[config.mk]
export PLATFORM = sky130hd
export DESIGN_NAME = pipeline_sequencer_flat
export DESIGN_NICKNAME = d
export VERILOG_FILES = /design/src/rtl/pipeline_sequencer_if.sv /design/src/rtl/pipeline_sequencer.sv /design/src/flat_wrapper.sv
export SDC_FILE = /design/constraint.sdc
export NUM_CORES = 1
export LEC_CHECK = 0
export CAP_MARGIN = 20
export CORE_ASPECT_RATIO = 0.75
export CORE_MARGIN = 10
export CORE_UTILIZATION = 43
export CTS_CLUSTER_DIAMETER = 150
export CTS_CLUSTER_SIZE = 8
export DETAILED_ROUTE_END_ITERATION = 12
export PLACE_DENSITY = 0.77
export SLEW_MARGIN = 25
export SYNTH_ARGS = -nofsm -noshare
export SYNTH_HDL_FRONTEND = slang
export SYNTH_SLANG_ARGS = --single-unit
[constraint.sdc]
create_clock -name clk -period 1.7 [get_ports clk]
set_input_delay 0.34 -clock clk [delete_from_list [all_inputs] [get_ports clk]]
set_output_delay 0.34 -clock clk [all_outputs]
set_load 0.05 [all_outputs]
[src/rtl/pipeline_sequencer_if.sv]
// Handshake bundle between the decode/control stage and the pipeline sequencer.
// The master side (decode, EX and MEM stage status) drives the hazard sources.
// The slave side (the sequencer) returns the pipeline-register controls.
//   dec_*        : decoded ID instruction and its source-register usage
//   ex_*         : EX instruction load/write-back status and destination
//   br_taken     : EX resolved a taken branch / branch-with-link
//   mem_req/ack  : MEM stage data-memory request and completion
//   stall_*      : hold the IF/ID, ID/EX and EX/MEM registers
//   bubble_ex    : load a NOP into ID/EX
//   flush_*      : squash the IF/ID or ID/EX contents
//   mem_timeout  : sticky error, a data access was abandoned
//   state_o      : sequencer FSM state (RUN=0, MEM_WAIT=1, FLUSH=2)
interface pipeline_sequencer_if #(
    parameter int REG_ADDR_W = 4
);
    logic                  dec_valid;
    logic [REG_ADDR_W-1:0] dec_rs1;
    logic [REG_ADDR_W-1:0] dec_rs2;
    logic                  dec_use_rs1;
    logic                  dec_use_rs2;
    logic                  ex_load;
    logic                  ex_we;
    logic [REG_ADDR_W-1:0] ex_rd;
    logic                  br_taken;
    logic                  mem_req;
    logic                  mem_ack;
    logic                  stall_if;
    logic                  stall_id;
    logic                  stall_ex;
    logic                  bubble_ex;
    logic                  flush_id;
    logic                  flush_ex;
    logic                  mem_timeout;
    logic [1:0]            state_o;

    modport master (
        output dec_valid, dec_rs1, dec_rs2, dec_use_rs1, dec_use_rs2,
        output ex_load, ex_we, ex_rd, br_taken, mem_req, mem_ack,
        input  stall_if, stall_id, stall_ex, bubble_ex, flush_id, flush_ex,
        input  mem_timeout, state_o
    );

    modport slave (
        input  dec_valid, dec_rs1, dec_rs2, dec_use_rs1, dec_use_rs2,
        input  ex_load, ex_we, ex_rd, br_taken, mem_req, mem_ack,
        output stall_if, stall_id, stall_ex, bubble_ex, flush_id, flush_ex,
        output mem_timeout, state_o
    );
endinterface

[src/rtl/pipeline_sequencer.sv]
// Pipeline sequencer for the 5-stage pipeline, sitting beside the control unit.
// Generates stall, bubble and flush controls from load-use hazards, multi-cycle
// data-memory accesses and taken branches. Controls are combinational from the
// current state and inputs; only the FSM state and its counters are registered.
// Ports:
//   clk    : clock, rising edge
//   rst_n  : synchronous reset, active low; forces all controls to 0 while low
//   bus    : pipeline_sequencer_if slave modport (hazard sources in, controls out)
// FLUSH_CYCLES is limited to 256 and MEM_TIMEOUT to 255 by the 8-bit counters.
module pipeline_sequencer #(
    parameter int REG_ADDR_W   = 4,
    parameter int FLUSH_CYCLES = 2,
    parameter int MEM_TIMEOUT  = 15
) (
    input  logic                  clk,
    input  logic                  rst_n,
    pipeline_sequencer_if.slave   bus
);
    typedef enum logic [1:0] {
        RUN      = 2'd0,
        MEM_WAIT = 2'd1,
        FLUSH    = 2'd2
    } state_t;

    localparam logic [7:0] FLUSH_LOAD  = 8'(FLUSH_CYCLES - 1);
    localparam logic [7:0] TIMEOUT_CNT = 8'(MEM_TIMEOUT);

    state_t                state;
    state_t                state_nxt;
    logic [7:0]            wait_cnt;
    logic [7:0]            wait_cnt_nxt;
    logic [7:0]            flush_cnt;
    logic [7:0]            flush_cnt_nxt;
    logic                  timeout_q;
    logic                  timeout_nxt;

    logic [REG_ADDR_W-1:0] rs1;
    logic [REG_ADDR_W-1:0] rs2;
    logic [REG_ADDR_W-1:0] rd;
    logic                  hazard;
    logic                  mem_miss;

    logic ctl_stall_if;
    logic ctl_stall_id;
    logic ctl_stall_ex;
    logic ctl_bubble_ex;
    logic ctl_flush_id;
    logic ctl_flush_ex;

    assign rs1 = bus.dec_rs1;
    assign rs2 = bus.dec_rs2;
    assign rd  = bus.ex_rd;

    // Load-use hazard: the loaded value is not available for the ID read yet.
    assign hazard = bus.dec_valid & bus.ex_load & bus.ex_we &
                    ((bus.dec_use_rs1 & (rs1 == rd)) | (bus.dec_use_rs2 & (rs2 == rd)));

    // An access completing in its issue cycle needs no wait.
    assign mem_miss = bus.mem_req & ~bus.mem_ack;

    always_ff @(posedge clk) begin
        if (!rst_n) begin
            state     <= RUN;
            wait_cnt  <= 8'd0;
            flush_cnt <= 8'd0;
            timeout_q <= 1'b0;
        end else begin
            state     <= state_nxt;
            wait_cnt  <= wait_cnt_nxt;
            flush_cnt <= flush_cnt_nxt;
            timeout_q <= timeout_nxt;
        end
    end

    always_comb begin
        state_nxt     = state;
        wait_cnt_nxt  = wait_cnt;
        flush_cnt_nxt = flush_cnt;
        timeout_nxt   = timeout_q;
        ctl_stall_if  = 1'b0;
        ctl_stall_id  = 1'b0;
        ctl_stall_ex  = 1'b0;
        ctl_bubble_ex = 1'b0;
        ctl_flush_id  = 1'b0;
        ctl_flush_ex  = 1'b0;

        case (state)
            RUN: begin
                if (mem_miss) begin
                    ctl_stall_if = 1'b1;
                    ctl_stall_id = 1'b1;
                    ctl_stall_ex = 1'b1;
                    state_nxt    = MEM_WAIT;
                    wait_cnt_nxt = 8'd1;
                end else if (bus.br_taken) begin
                    ctl_flush_id = 1'b1;
                    ctl_flush_ex = 1'b1;
                    // The resolve cycle is the first flush cycle; FLUSH covers the rest.
                    if (FLUSH_CYCLES > 1) begin
                        state_nxt     = FLUSH;
                        flush_cnt_nxt = FLUSH_LOAD;
                    end
                end else if (hazard) begin
                    ctl_stall_if  = 1'b1;
                    ctl_stall_id  = 1'b1;
                    ctl_bubble_ex = 1'b1;
                end
            end
            MEM_WAIT: begin
                // EX is frozen, so branches and hazards are re-evaluated back in RUN.
                ctl_stall_if = 1'b1;
                ctl_stall_id = 1'b1;
                ctl_stall_ex = 1'b1;
                if (bus.mem_ack) begin
                    state_nxt    = RUN;
                    wait_cnt_nxt = 8'd0;
                end else if (wait_cnt == TIMEOUT_CNT) begin
                    timeout_nxt  = 1'b1;
                    state_nxt    = RUN;
                    wait_cnt_nxt = 8'd0;
                end else begin
                    wait_cnt_nxt = wait_cnt + 8'd1;
                end
            end
            FLUSH: begin
                // Instructions in ID/EX here are squashed, so their requests are ignored.
                ctl_flush_id  = 1'b1;
                flush_cnt_nxt = flush_cnt - 8'd1;
                if (flush_cnt == 8'd1) begin
                    state_nxt = RUN;
                end
            end
            default: begin
                state_nxt = RUN;
            end
        endcase

        if (!rst_n) begin
            ctl_stall_if  = 1'b0;
            ctl_stall_id  = 1'b0;
            ctl_stall_ex  = 1'b0;
            ctl_bubble_ex = 1'b0;
            ctl_flush_id  = 1'b0;
            ctl_flush_ex  = 1'b0;
        end
    end

    assign bus.stall_if    = ctl_stall_if;
    assign bus.stall_id    = ctl_stall_id;
    assign bus.stall_ex    = ctl_stall_ex;
    assign bus.bubble_ex   = ctl_bubble_ex;
    assign bus.flush_id    = ctl_flush_id;
    assign bus.flush_ex    = ctl_flush_ex;
    assign bus.mem_timeout = timeout_q;
    assign bus.state_o     = state;
endmodule

[src/flat_wrapper.sv]
// flat-port wrapper written by rule: the top's interface ports become plain ports
module pipeline_sequencer_flat 
#(
    parameter int REG_ADDR_W   = 4,
    parameter int FLUSH_CYCLES = 2,
    parameter int MEM_TIMEOUT  = 15
)
  (clk, rst_n, bus_dec_valid, bus_dec_rs1, bus_dec_rs2, bus_dec_use_rs1, bus_dec_use_rs2, bus_ex_load, bus_ex_we, bus_ex_rd, bus_br_taken, bus_mem_req, bus_mem_ack, bus_stall_if, bus_stall_id, bus_stall_ex, bus_bubble_ex, bus_flush_id, bus_flush_ex, bus_mem_timeout, bus_state_o);
  pipeline_sequencer_if #(.REG_ADDR_W(REG_ADDR_W)) bus_i ();
  input  logic clk;
  input  logic rst_n;
  input wire logic [$bits(bus_i.dec_valid)-1:0] bus_dec_valid;
  input wire logic [$bits(bus_i.dec_rs1)-1:0] bus_dec_rs1;
  input wire logic [$bits(bus_i.dec_rs2)-1:0] bus_dec_rs2;
  input wire logic [$bits(bus_i.dec_use_rs1)-1:0] bus_dec_use_rs1;
  input wire logic [$bits(bus_i.dec_use_rs2)-1:0] bus_dec_use_rs2;
  input wire logic [$bits(bus_i.ex_load)-1:0] bus_ex_load;
  input wire logic [$bits(bus_i.ex_we)-1:0] bus_ex_we;
  input wire logic [$bits(bus_i.ex_rd)-1:0] bus_ex_rd;
  input wire logic [$bits(bus_i.br_taken)-1:0] bus_br_taken;
  input wire logic [$bits(bus_i.mem_req)-1:0] bus_mem_req;
  input wire logic [$bits(bus_i.mem_ack)-1:0] bus_mem_ack;
  output wire logic [$bits(bus_i.stall_if)-1:0] bus_stall_if;
  output wire logic [$bits(bus_i.stall_id)-1:0] bus_stall_id;
  output wire logic [$bits(bus_i.stall_ex)-1:0] bus_stall_ex;
  output wire logic [$bits(bus_i.bubble_ex)-1:0] bus_bubble_ex;
  output wire logic [$bits(bus_i.flush_id)-1:0] bus_flush_id;
  output wire logic [$bits(bus_i.flush_ex)-1:0] bus_flush_ex;
  output wire logic [$bits(bus_i.mem_timeout)-1:0] bus_mem_timeout;
  output wire logic [$bits(bus_i.state_o)-1:0] bus_state_o;
  assign bus_i.dec_valid = bus_dec_valid;
  assign bus_i.dec_rs1 = bus_dec_rs1;
  assign bus_i.dec_rs2 = bus_dec_rs2;
  assign bus_i.dec_use_rs1 = bus_dec_use_rs1;
  assign bus_i.dec_use_rs2 = bus_dec_use_rs2;
  assign bus_i.ex_load = bus_ex_load;
  assign bus_i.ex_we = bus_ex_we;
  assign bus_i.ex_rd = bus_ex_rd;
  assign bus_i.br_taken = bus_br_taken;
  assign bus_i.mem_req = bus_mem_req;
  assign bus_i.mem_ack = bus_mem_ack;
  assign bus_stall_if = bus_i.stall_if;
  assign bus_stall_id = bus_i.stall_id;
  assign bus_stall_ex = bus_i.stall_ex;
  assign bus_bubble_ex = bus_i.bubble_ex;
  assign bus_flush_id = bus_i.flush_id;
  assign bus_flush_ex = bus_i.flush_ex;
  assign bus_mem_timeout = bus_i.mem_timeout;
  assign bus_state_o = bus_i.state_o;
  pipeline_sequencer #(.REG_ADDR_W(REG_ADDR_W), .FLUSH_CYCLES(FLUSH_CYCLES), .MEM_TIMEOUT(MEM_TIMEOUT)) u_core (.clk(clk), .rst_n(rst_n), .bus(bus_i));
endmodule
==> results.yml <==
hold_path:
  min_path_type: "flop to flop"
  hold_depth: 2
route:
  vias_per_cell: 5.54
  drc: 0
  routedWlPerCell_um: 16.4
  drt-initial-drc-count: 54
  first_pass_iters: 4
  via_count: 1285
  ant_nets: 0
  totalWireLength_um: 3800
pwr:
  vdd_ir_drop_max_v: 0.000541
  clkPwrFrac_pct: 17.7
  leakagePower_nw: 0.774
  power.internal_uw: 869
  power_switching_uw: 473
  share_comb_of_total_power_pct: 43.7
  total_power_mw: 1.34
  power-per-cell-area_nw_per_um2: 694
  seqPwrFrac_pct: 38.6
  swShare_pct: 35.2
clock_network:
  clk_latency_ns: 0.31
  cts_tree: "done"
  ctsHoldBuffers: 0
  clock_path_buffers: 2
  cts_sinks: 19
  cts-htree-levels: 1
  numCtsBuffers: 3
  clkTransAtPathRegs_ns: 0.11
  root_buffer: "clkbuf_4"
critical_path:
  cp_max_fo: 4
  crit_path_start_kind: "flop"
  endpoint_kind: "primary output"
  reg2reg_slack_ns: -0.04
  worstPathArrival_ns: 1.54
  worstReg2RegStart: "u_core.flush_cnt[4]"
  crit_path_start: "u_core.bus.state_o[1]"
  cp.required_ns: 1.36
  rr_worst_depth: 4
  path_class: "flop to primary output"
  r2r_end: "u_core.flush_cnt[7]"
  crit_end: "bus_bubble_ex"
layout:
  finalCoreUtilization_pct: 74.3
  final_common_cell: "buf_4"
  final_cell_mix: "30 x buf_4, 15 x dfxtp_1, 13 x nor2_1, 8 x dlygate4sd2_1"
  fin_cells: 232
  drive_above_1_share_pct: 42.3
  area_growth_pct: 65.8
  num-nets-final: 222
  antenna_cells: 0
floorplan:
  row_count: 16
  initial_utilization_pct: 44.8
  pin_count: 31
  die_width_um: 80.1
  dieArea_sq_um: 5220
  core_sq_um: 2600
  fp.dieH_um: 65.1
sta:
  slew_headroom_pct: 76.3
  min_period_over_period_pct: 111
  drv_slew: 0
  fin_crit_ns: 1.88
  hold_viol_final: 0
  setup_slack_ns: -0.183
  setup_viol: 5
  worst_pin_slew_ns: 0.353
  max_freq_mhz: 531
  fin_skew_ns: 0.00396
  rsz0062_at_grt: "true"
global_route:
  grt_pass1_wl_um: 6350
  grt_overflow: 0
  grt_pass1_vias: 1280
  gr-usage-all-layers_pct: 15.1
  grt_max_degree: 13
  antenna_found_initial: 0
status:
  violations: "negative setup slack"
  status: "complete, but fails checks"
yosys:
  avgSynthCellArea_sq_um: 8.39
  synth_enable_flop_cells: 0
  ys_seq_area_share_pct: 32.6
  synth.cell_area_sq_um: 1170
  ys_async_sr_fraction_pct: 0
  synth-warning-count: 0
  synthFlopType: "dfxtp_1"
  ys_seq_elements: 19
  ys_types: 47
  syn_nets: 164
  syn_inst: 139
placed_design:
  place_inst: 224
  port_buffers: 30
  gp_congestion: 0.908
  dpl.hpwl_um: 2890
run:
  maxCapViolCount: 0
## power groups by stage
| stage | clock network (mW) | logic, mW | registers (mW) |
|---|---|---|---|
| floorplan | 0 | 0.272 | 0.529 |
| global placement | 0 | 0.470 | 0.522 |
| detailed placement | 0 | 0.485 | 0.525 |
| CTS | 0.244 | 0.546 | 0.511 |
| global route | 0.275 | 0.635 | 0.523 |
| finish | 0.238 | 0.586 | 0.518 |
## worst min-delay path by stage
| stage | to | slack, ns | startpoint |
|---|---|---|---|
| floorplan | u_core.flush_cnt[5] | 0.45 | u_core.flush_cnt[5] |
| global placement | u_core.bus.mem_timeout | 0.45 | u_core.bus.mem_timeout |
| detailed placement | u_core.flush_cnt[7] | 0.48 | u_core.flush_cnt[7] |
| CTS | u_core.flush_cnt[7] | 0.50 | u_core.flush_cnt[7] |
| global route | u_core.bus.mem_timeout | 0.54 | u_core.bus.mem_timeout |
| finish | u_core.flush_cnt[7] | 0.50 | u_core.flush_cnt[7] |
## layout make-up
type | instances | area (sq um)
Fill cell | 193 | 669
Sequential cell | 19 | 393
Inverter | 6 | 25.0
Clock buffer | 3 | 22.5
Tap cell | 36 | 45.0
Multi-Input combinational cell | 108 | 912
Timing Repair Buffer | 59 | 531
Clock inverter | 1 | 5.00
## state kept, by name, indices dropped and copies added (netlist names)
| register | flops |
|---|---|
| u_core.wait_cnt | 8 |
| u_core.flush_cnt | 8 |
| u_core.bus.mem_timeout | 1 |
| u_core.bus.state_o | 2 |
## synth_stat cells, types with 2 or more instances
master    number  area share, %
a31oi_1        2            1.1
a21boi_0       2            1.3
nor2b_1        2            1.1
nand2_1        6            1.9
buf_6          4            3.9
o21ai_0        4            1.7
nor4_1         5            2.7
o31ai_1        3            1.9
nor2_1        15            4.8
nor3_1         5            2.1
or4_1          4            2.6
ha_1           3            3.2
a211oi_1       2            1.3
o21ai_1        2           0.86
mux2i_1        2            1.7
inv_1          6            1.9
xnor2_1        4            3.0
a21oi_1        6            2.6
xor2_1         8            6.0
nand2b_1       5            2.7
nand3_1        2           0.86
or3_1          4            2.1
dfxtp_1       19             33
## logic make-up after synthesis
logic type / count (synthesis) / share of synthesized area (%)
AO/OA/AOI/OAI: 33 / 19.3
buffers and inverters: 12 / 6.76
XOR/XNOR: 12 / 9.01
flip-flops: 19 / 32.6
AND/OR/NAND/NOR: 58 / 27.4
adder cells (fa/ha/maj): 3 / 3.22
multiplexers: 2 / 1.72
## per-layer routing
layer | global-route usage [%] | share of wire (%) | vias up
li1 | - | - | 620
met1 | 19.4 | 48 | 610
met2 | 23.4 | 43 | 49
met3 | 5.03 | 7.2 | 6
met4 | 4.39 | 1.5 | 0
met5 | 0 | 0 | -
## stage by stage
step	worst slack (ns)	hold WS (ns)	setup TNS, ns	area [sq um]
CTS	-0.186	0.498	-0.727	1890
finish	-0.183	0.497	-0.567	1930
global placement	-0.504	0.453	-5.57	1760
global route	-0.275	0.539	-1.02	1930
floorplan	-0.225	0.451	-0.389	1250
detailed placement	-0.588	0.475	-6.70	1760
## worst max-delay path, cell delays in order (launching register included)
cell     delay [ns]
dfxtp_4        0.38
or3_4          0.40
nor4_4         0.28
buf_12         0.18
## timing repair
| action | CTS | global route |
|---|---|---|
| resized for setup | 56 | 21 |
| pin swaps | 16 | 8 |
| setup buffers | 5 | 0 |
| endpoints found under the setup margin | 13 | 9 |
No activity file was read; power rests on OpenSTA's default activity.
